--- src/rtl/video_mode_sequencer.sv ---
// rtl/video_mode_sequencer.sv - video timing mode detector with debounced commit (optional mute: VIDEO_MODE_MUTE_EN)
module video_mode_sequencer #(
    parameter int STABLE_FRAMES = 3,
    parameter int MUTE_FRAMES   = 2,
    parameter int WDOG_BITS     = 21
) (
    input  logic       clk,
    input  logic       reset,
    input  logic       ce_pix,
    input  logic       de_h,
    input  logic       de_v,
    input  logic       hs_in,
    input  logic       vs_in,
    output logic [1:0] res_h,
    output logic [1:0] res_v,
    output logic       mode_valid,
    output logic       mode_change,
    output logic       mute
);

    localparam int SW = $clog2(STABLE_FRAMES + 1);

    typedef enum logic [1:0] {IDLE, MEASURE, CHECK, COMMIT} state_t;

    state_t         state_q;
    logic           hs_q;
    logic           vs_q;
    logic           hs_begin;
    logic           vs_begin;
    logic [8:0]     pix_q;
    logic [8:0]     width_q;
    logic           width_got_q;
    logic [8:0]     lines_q;
    logic [WDOG_BITS-1:0] wdog_q;
    logic           wdog_ovf;
    logic [1:0]     cand_h_q;
    logic [1:0]     cand_v_q;
    logic           cand_valid_q;
    logic [SW-1:0]  stable_q;
    logic [1:0]     res_h_q;
    logic [1:0]     res_v_q;
    logic           mode_valid_q;
    logic           mode_change_q;

    logic [1:0]     cand_h_d;
    logic [1:0]     cand_v_d;
    logic           frame_bad;
    logic           same_cand;
    logic [SW-1:0]  stable_d;
    logic           commit_d;
    logic           meas_clear;

    assign hs_begin   = hs_q & ~hs_in;
    assign vs_begin   = vs_q & ~vs_in;
    assign wdog_ovf   = &wdog_q;
    assign meas_clear = (state_q == IDLE) || (state_q == CHECK);

    // Sync inputs are idle-high, so the history registers reset high to avoid a false edge.
    always_ff @(posedge clk) begin
        if (reset) begin
            hs_q <= 1'b1;
            vs_q <= 1'b1;
        end else begin
            hs_q <= hs_in;
            vs_q <= vs_in;
        end
    end

    // Active pixels on the current line, saturating, restarted at each hsync.
    always_ff @(posedge clk) begin
        if (reset || hs_begin) begin
            pix_q <= '0;
        end else if (ce_pix && de_h && (pix_q != 9'd511)) begin
            pix_q <= pix_q + 9'd1;
        end
    end

    // Per-frame width (first non-empty active line) and active line count.
    always_ff @(posedge clk) begin
        if (reset || meas_clear) begin
            width_q     <= '0;
            width_got_q <= 1'b0;
            lines_q     <= '0;
        end else if (hs_begin && de_v) begin
            if (!width_got_q && (pix_q != 9'd0)) begin
                width_q     <= pix_q;
                width_got_q <= 1'b1;
            end
            if (lines_q != 9'd511) begin
                lines_q <= lines_q + 9'd1;
            end
        end
    end

    // Free-running vsync watchdog; all-ones means no vsync for 2^WDOG_BITS clocks.
    always_ff @(posedge clk) begin
        if (reset || vs_begin) begin
            wdog_q <= '0;
        end else begin
            wdog_q <= wdog_q + 1'b1;
        end
    end

    // Classify the measured frame and decide the debounce outcome for CHECK.
    always_comb begin
        cand_h_d  = 2'd0;
        cand_v_d  = 2'd0;
        if (width_q > 9'd300) begin
            cand_h_d = 2'd2;
        end else if (width_q > 9'd252) begin
            cand_h_d = 2'd1;
        end
        if (lines_q > 9'd232) begin
            cand_v_d = 2'd2;
        end else if (lines_q > 9'd208) begin
            cand_v_d = 2'd1;
        end
        frame_bad = (width_q == 9'd0) || (lines_q == 9'd0);
        same_cand = cand_valid_q && (cand_h_d == cand_h_q) && (cand_v_d == cand_v_q);
        stable_d  = SW'(1);
        if (same_cand) begin
            stable_d = (stable_q == SW'(STABLE_FRAMES)) ? stable_q : stable_q + 1'b1;
        end
        commit_d  = (stable_d == SW'(STABLE_FRAMES)) &&
                    (!mode_valid_q || (cand_h_d != res_h_q) || (cand_v_d != res_v_q));
    end

    // Mode FSM; the watchdog overrides whatever the FSM decided this cycle.
    always_ff @(posedge clk) begin
        if (reset) begin
            state_q       <= IDLE;
            cand_h_q      <= '0;
            cand_v_q      <= '0;
            cand_valid_q  <= 1'b0;
            stable_q      <= '0;
            res_h_q       <= '0;
            res_v_q       <= '0;
            mode_valid_q  <= 1'b0;
            mode_change_q <= 1'b0;
        end else begin
            mode_change_q <= 1'b0;
            case (state_q)
                IDLE: begin
                    if (vs_begin) begin
                        state_q <= MEASURE;
                    end
                end
                MEASURE: begin
                    if (vs_begin) begin
                        state_q <= CHECK;
                    end
                end
                CHECK: begin
                    if (frame_bad) begin
                        cand_valid_q <= 1'b0;
                        stable_q     <= '0;
                        state_q      <= MEASURE;
                    end else begin
                        cand_h_q     <= cand_h_d;
                        cand_v_q     <= cand_v_d;
                        cand_valid_q <= 1'b1;
                        stable_q     <= stable_d;
                        state_q      <= commit_d ? COMMIT : MEASURE;
                    end
                end
                COMMIT: begin
                    res_h_q       <= cand_h_q;
                    res_v_q       <= cand_v_q;
                    mode_valid_q  <= 1'b1;
                    mode_change_q <= 1'b1;
                    state_q       <= MEASURE;
                end
                default: begin
                    state_q <= IDLE;
                end
            endcase
            if (wdog_ovf) begin
                state_q      <= IDLE;
                mode_valid_q <= 1'b0;
                stable_q     <= '0;
            end
        end
    end

`ifdef VIDEO_MODE_MUTE_EN
    localparam int MW = $clog2(MUTE_FRAMES + 1);

    logic          mute_q;
    logic [MW-1:0] mute_cnt_q;

    // Mute from each commit until MUTE_FRAMES more vsyncs have passed.
    always_ff @(posedge clk) begin
        if (reset) begin
            mute_q     <= 1'b0;
            mute_cnt_q <= '0;
        end else if (state_q == COMMIT) begin
            mute_q     <= 1'b1;
            mute_cnt_q <= MW'(MUTE_FRAMES);
        end else if (mute_q && vs_begin) begin
            if (mute_cnt_q <= MW'(1)) begin
                mute_q     <= 1'b0;
                mute_cnt_q <= '0;
            end else begin
                mute_cnt_q <= mute_cnt_q - 1'b1;
            end
        end
    end

    assign mute = mute_q;
`else
    // Keeps the parameter referenced in builds without muting.
    logic [31:0] unused_mute_frames;
    assign unused_mute_frames = MUTE_FRAMES;
    assign mute = 1'b0;
`endif

    assign res_h       = res_h_q;
    assign res_v       = res_v_q;
    assign mode_valid  = mode_valid_q;
    assign mode_change = mode_change_q;

endmodule

--- config.mk ---
export PLATFORM = sky130hd
export DESIGN_NAME = video_mode_sequencer
export DESIGN_NICKNAME = d
export VERILOG_FILES = /design/src/rtl/video_mode_sequencer.sv
export SDC_FILE = /design/constraint.sdc
export NUM_CORES = 1
export LEC_CHECK = 0
export BUFFER_PORTS_ARGS = -buffer_cell sky130_fd_sc_hd__buf_2
export CAP_MARGIN = 15
export CELL_PAD_IN_SITES_DETAIL_PLACEMENT = 1
export CELL_PAD_IN_SITES_GLOBAL_PLACEMENT = 2
export CORE_MARGIN = 8
export CORE_UTILIZATION = 38
export DETAILED_ROUTE_END_ITERATION = 16
export GPL_TIMING_DRIVEN = 0
export PLACE_DENSITY_LB_ADDON = 0.1
export SYNTH_ARGS = -nofsm -noshare
export SYNTH_HDL_FRONTEND = slang
export SYNTH_SLANG_ARGS = --single-unit
--- constraint.sdc ---
create_clock -name clk -period 3 [get_ports clk]
set_clock_uncertainty 0.2 [all_clocks]
set_input_delay 0.45 -clock clk [delete_from_list [all_inputs] [get_ports clk]]
set_output_delay 0.45 -clock clk [all_outputs]
set_load 0.02 [all_outputs]
; ---- Yosys cells after proc, flatten, opt, wreduce, memory -nomap -nowiden
; Cells that the tools add are included.
[word_totals]
regBits = 66
output_inout_bits = 7
wordCells = 82
[classes]
n_addsub = 4
bitwise = 5
eq_ne = 13
muxes = 14
reduce_logical = 26
n_lt_le_gt_ge = 4
[op_table]
columns = operator, n
row1 = "greater-than comparator 9 x 8 -> 1 bit, second input constant", 3
row2 = "adder 21 x 1 -> 21 bit, second input constant", 1
row3 = AND reduction 21 bit, 1
row4 = "adder 9 x 1 -> 9 bit, second input constant", 2
row5 = zero test 9 bit, 2
row6 = two-way mux 2 bit, 9
row7 = "inequality test 9 bit, second input constant", 2
row8 = "greater-than comparator 9 bit, second input constant", 1
row9 = nonzero test 9 bit, 1
row10 = "equality test 2 bit, second input constant", 4
row11 = one-hot mux 2 bit (4 select lines), 1
row12 = AND reduction 2 bit, 4
row13 = logical AND 1 bit, 7
row14 = logical OR 1 bit, 7
row15 = equality test 2 bit, 2
row16 = two-way mux 1 bit, 4
row17 = inequality test 2 bit, 2
row18 = "inequality test 2 bit, second input constant", 2
row19 = inverter 1 bit, 3
row20 = "adder 2 x 1 -> 2 bit, second input constant", 1
row21 = AND 1 bit, 2
row22 = "equality test 2 x 1 -> 1 bit, second input constant", 1
row23 = zero test 1 bit, 2
row24 = zero test 2 bit, 1
row25 = OR reduction 2 bit, 1

; ---- Depth between registers and ports, before layout
[depth]
word_depth = 12
depth_mapped = 10
mapped_depth_nobuf = 9

; ---- Worst setup path before layout
; No wires, ideal clock.
[synth_timing]
kind = flip-flop to flip-flop
start = register lines_q[0]
end = register stable_q[1]
setup_time_ns = 0.079
synth_period_minus_slack_ns = 2.235
path_stages_with_launch = 9
arrival_ns = 1.956
slack_ns = 0.765
n_path_buf = 0
required_ns = 2.721
path_cell_list = dfxtp_1 inv_1 ha_1 nand2b_1 a21boi_1 or3b_1 a2111oi_2 nand3b_1 a211oi_2
[synth_between]
elab_chain_cells = 7
word_cells_on_any_way = 10
[synth_rtl]
columns = item, line_no
row1 = start: declaration, 33  ; logic [8:0] lines_q;
row2 = start signal: assignment, 90  ; lines_q <= lines_q + 9'd1;
row3 = greater-than comparator 9 x 8 -> 1 bit, 115  ; end else if (lines_q > 9'd208) begin
row4 = two-way mux 1 bit, 115
row5 = two-way mux 2 bit, 113  ; if (lines_q > 9'd232) begin
row6 = equality test 2 bit, 119  ; same_cand = cand_valid_q && (cand_h_d == cand_h_q) && (cand_v_d == cand_v_q);
row7 = logical AND 1 bit, 119
row8 = two-way mux 2 bit, 121  ; if (same_cand) begin
row9 = two-way mux 2 bit *, 154  ; if (frame_bad) begin
row10 = end signal: assignment, 162  ; stable_q <= stable_d;
row11 = end: declaration, 39  ; logic [SW-1:0] stable_q;
; Mark *: on every way between the ends. The rest lies on a longest branch, timed or not.
; A chain may end at the register's enable or synchronous reset.

; ---- Worst setup path in the final report
; Same ends and word-level chain as after synthesis.

==> flow_metrics.env <==
export IMPL_status="finished clean"
export IMPL_final_area_um2=3520
export IMPL_totalNegativeSetupSlack_ns=0
export IMPL_finalCriticalPeriod_ns=2.55
export IMPL_netlist_area_um2=3120
export IMPL_synth_edff_count=0
export IMPL_final_common_cell="nor2_1"
export IMPL_die_h_um=107
export IMPL_grt_total_usage_pct=13.1
export IMPL_path_cells="inv_1, ha_1, nand2b_1, a21boi_1, or3b_1, a2111oi_2, nand3b_1, a211oi_2"
export IMPL_startpoint_type="flop"
export IMPL_yosysTopAreaCell="dfxtp_1"
export IMPL_io_pins=14
export IMPL_power_internal_uw=1310
export IMPL_grt_max_degree=13
export IMPL_max_clock_path_buffers=2
export IMPL_antenna_found_initial=0
export IMPL_synthSimpleGateAreaFrac_pct=24.8
export IMPL_max_stage_delay_ns=0.55
export IMPL_clkPwrFrac_pct=44.0
export IMPL_h_tree_depth=3
export IMPL_synth_top_family_by_area="simple AND/OR/NAND/NOR gates"
export IMPL_viasPerCell=5.03
export IMPL_maxSlewHeadroom_pct=59.9
export IMPL_whs_ns=0.123
export IMPL_area_growth_pct=12.7
export IMPL_diodes=0
export IMPL_synthMuxAreaShare_pct=5.77
export IMPL_synthAdderAreaFrac_pct=4.81
export IMPL_synthArstFlopShare_pct=0
export IMPL_ys_top_cells_by_area="dfxtp_1 (42%), nor2_1 (8.3%), xor2_1 (6.5%), mux2i_1 (5.8%), ha_1 (4.8%)"
export IMPL_dp_hpwl_um=5060
export IMPL_drtAntennaViolNets=0
export IMPL_post_route_util_pct=43.5
export IMPL_p_seq_share_pct=51.7
export IMPL_layout_common_cells="nor2_1 (69), dfxtp_1 (66), xor2_1 (23)"
export IMPL_leakage_uw=0.00129
export IMPL_rows=33
export IMPL_cts_tree="built"
export IMPL_grt_setup_unrepaired="no"
export IMPL_cp_slowest_cell="a2111oi_2"
export IMPL_routed_wl_um=6800
export IMPL_netlist_area_leader_share_pct=42.3
export IMPL_maxCapViolations=0
export IMPL_cts_sinks=66
export IMPL_portBuffers=12
export IMPL_n_fill_cell=982
export IMPL_die_area_um2=11400
export IMPL_overflow=0
export IMPL_slew_violations=0
export IMPL_fp_dieW_um=107
export IMPL_drive_gt1_share_pct=9.71
export IMPL_insertion_delay_ns=0.34
export IMPL_synth_avg_cell_area_um2=8.85
export IMPL_synth_seq_cells=66
export IMPL_start_util_pct=38.6
export IMPL_cp_max_fo=4
export IMPL_place_inst=470
export IMPL_dpl_cell_area_um2=3310
export IMPL_p_comb_share_pct=4.3
export IMPL_synth_flop_cell="dfxtp_1"
export IMPL_path_class="flop to flop"
export IMPL_synth_cell_types=48
export IMPL_path_clk_slew_ns=0.07
export IMPL_via_count=2443
export IMPL_clock_tree_root_cell="clkbuf_8"
export IMPL_yosysWarnings=0
export IMPL_grt_pass1_vias=2529
export IMPL_period_share_pct=85.1
export IMPL_cts_buffers=9
export IMPL_instances_no_fill=486
export IMPL_synth_nets=372
export IMPL_hold_viol=0
export IMPL_wl_per_cell_um=14.0
export IMPL_fmax_mhz=392
export IMPL_synth_xor_area_share_pct=10.1
export IMPL_setup_viol_count_final=0
export IMPL_power_density_nw_per_um2=490
export IMPL_nets=395
export IMPL_synth_compound_area_share_pct=8.69
export IMPL_grt_pass1_wl_um=12100
export IMPL_cp_arrival_ns=2.61
export IMPL_critPathCaptureType="flop"
export IMPL_cts_resized=0
export IMPL_reg2reg_slack_ns=0.45
export IMPL_post_cts_buffers=0
export IMPL_drc_errors=0
export IMPL_critical_path_required_ns=3.06
export IMPL_drt_iter0_drc=46
export IMPL_vdd_ir_drop_max_uv=208
export IMPL_netSwitchingPower_uw=408
export IMPL_syn_instance_count=353
export IMPL_ctsHoldBuffers=0
export IMPL_min_path_type="input pin to flop"
export IMPL_routabilityCongestion=0.728
export IMPL_tightest_slew_ns=0.601
export IMPL_core_area_um2=8090
export IMPL_sw_frac_of_total_pct=23.7
export IMPL_dr_pass1_iters=4
export IMPL_seq_area_frac_synth_pct=42.3
-- synth_stat cells (3+ instances only) --
| cell | n |
|---|---|
| o21ai_0 | 4 |
| nor2_1 | 69 |
| and3_1 | 6 |
| nor3_1 | 3 |
| a21oi_1 | 9 |
| ha_1 | 12 |
| nand3b_1 | 3 |
| mux2i_1 | 18 |
| dfxtp_1 | 66 |
| nand3_1 | 19 |
| nand2_1 | 15 |
| or3_1 | 4 |
| inv_1 | 15 |
| nand4_1 | 6 |
| a31oi_1 | 4 |
| nand2b_1 | 7 |
| and4_1 | 4 |
| xnor2_1 | 13 |
| xor2_1 | 23 |
| clkbuf_1 | 10 |
| nor2b_1 | 4 |
| or2_2 | 5 |
-- power by group through the flow --
stage	logic (uW)	clock network, uW	registers (uW)
finish	73.8	758	890
global route	85.7	825	891
CTS	76.2	787	890
detailed placement	75.8	0	911
global placement	74.8	0	911
floorplan	51.4	0	909
-- metrics by stage --
| step | setup WS [ns] | power [uW] |
|---|---|---|
| floorplan | 0.765 | 961 |
| global placement | 0.477 | 986 |
| detailed placement | 0.459 | 987 |
| CTS | 0.417 | 1750 |
| global route | 0.214 | 1800 |
| finish | 0.447 | 1720 |
-- layer usage --
layer,up-vias,part of all wire (%),track usage [%]
met5,-,0,0
met1,1167,50,16.2
met3,9,1.9,2.76
met2,15,47,21.7
met4,0,1.3,5.43
li1,1252,-,-
-- sequential cells by signal (all words and copies together), names as in the netlist, 2 cells and up --
name      cells
cand_v_q      2
res_v         2
lines_q       9
res_h         2
pix_q         9
wdog_q       21
cand_h_q      2
stable_q      2
state_q       2
width_q       9
-- worst max-delay path, delay by kind of cell, from the launching register on --
| family | cells | cell delay, ns |
|---|---|---|
| buffers and inverters | 1 | 0.06 |
| and+or+nand+nor | 3 | 0.73 |
| AOI/OAI and AO/OA | 3 | 0.89 |
| adders and majority gates | 1 | 0.21 |
| DFF | 1 | 0.39 |
-- final cells by class --
class                           count  area, um^2  area share [%]
Inverter                           15        56.3            1.60
Tap cell                          105         131            3.73
Clock inverter                      6        66.3            1.88
Buffer                             12        48.8            1.39
Timing Repair Buffer               12        60.1            1.71
Sequential cell                    66        1320            37.6
Multi-Input combinational cell    260        1700            48.2
Clock buffer                       10         138            3.91
-- kinds of logic (layout without fill, tap and decap cells) --
group / Yosys count / count (layout)
xor+xnor: 36 / 36
buf+inv: 27 / 55
flops: 66 / 66
other cells: 1 / 1
mux: 18 / 18
simple gates: 157 / 157
compound gates: 36 / 36
fa+ha+maj: 12 / 12
-- path summary, 6_finish.rpt --
check / start / endpoint / depth (start not counted)
worst min-delay path: vs_in / vs_q / 2
worst max register to register: lines_q[0] / stable_q[1] / 8
worst max-delay path: lines_q[0] / stable_q[1] / 8
worst min register to register: wdog_q[0] / wdog_q[0] / 1
Power figures use the tool's default switching activity.
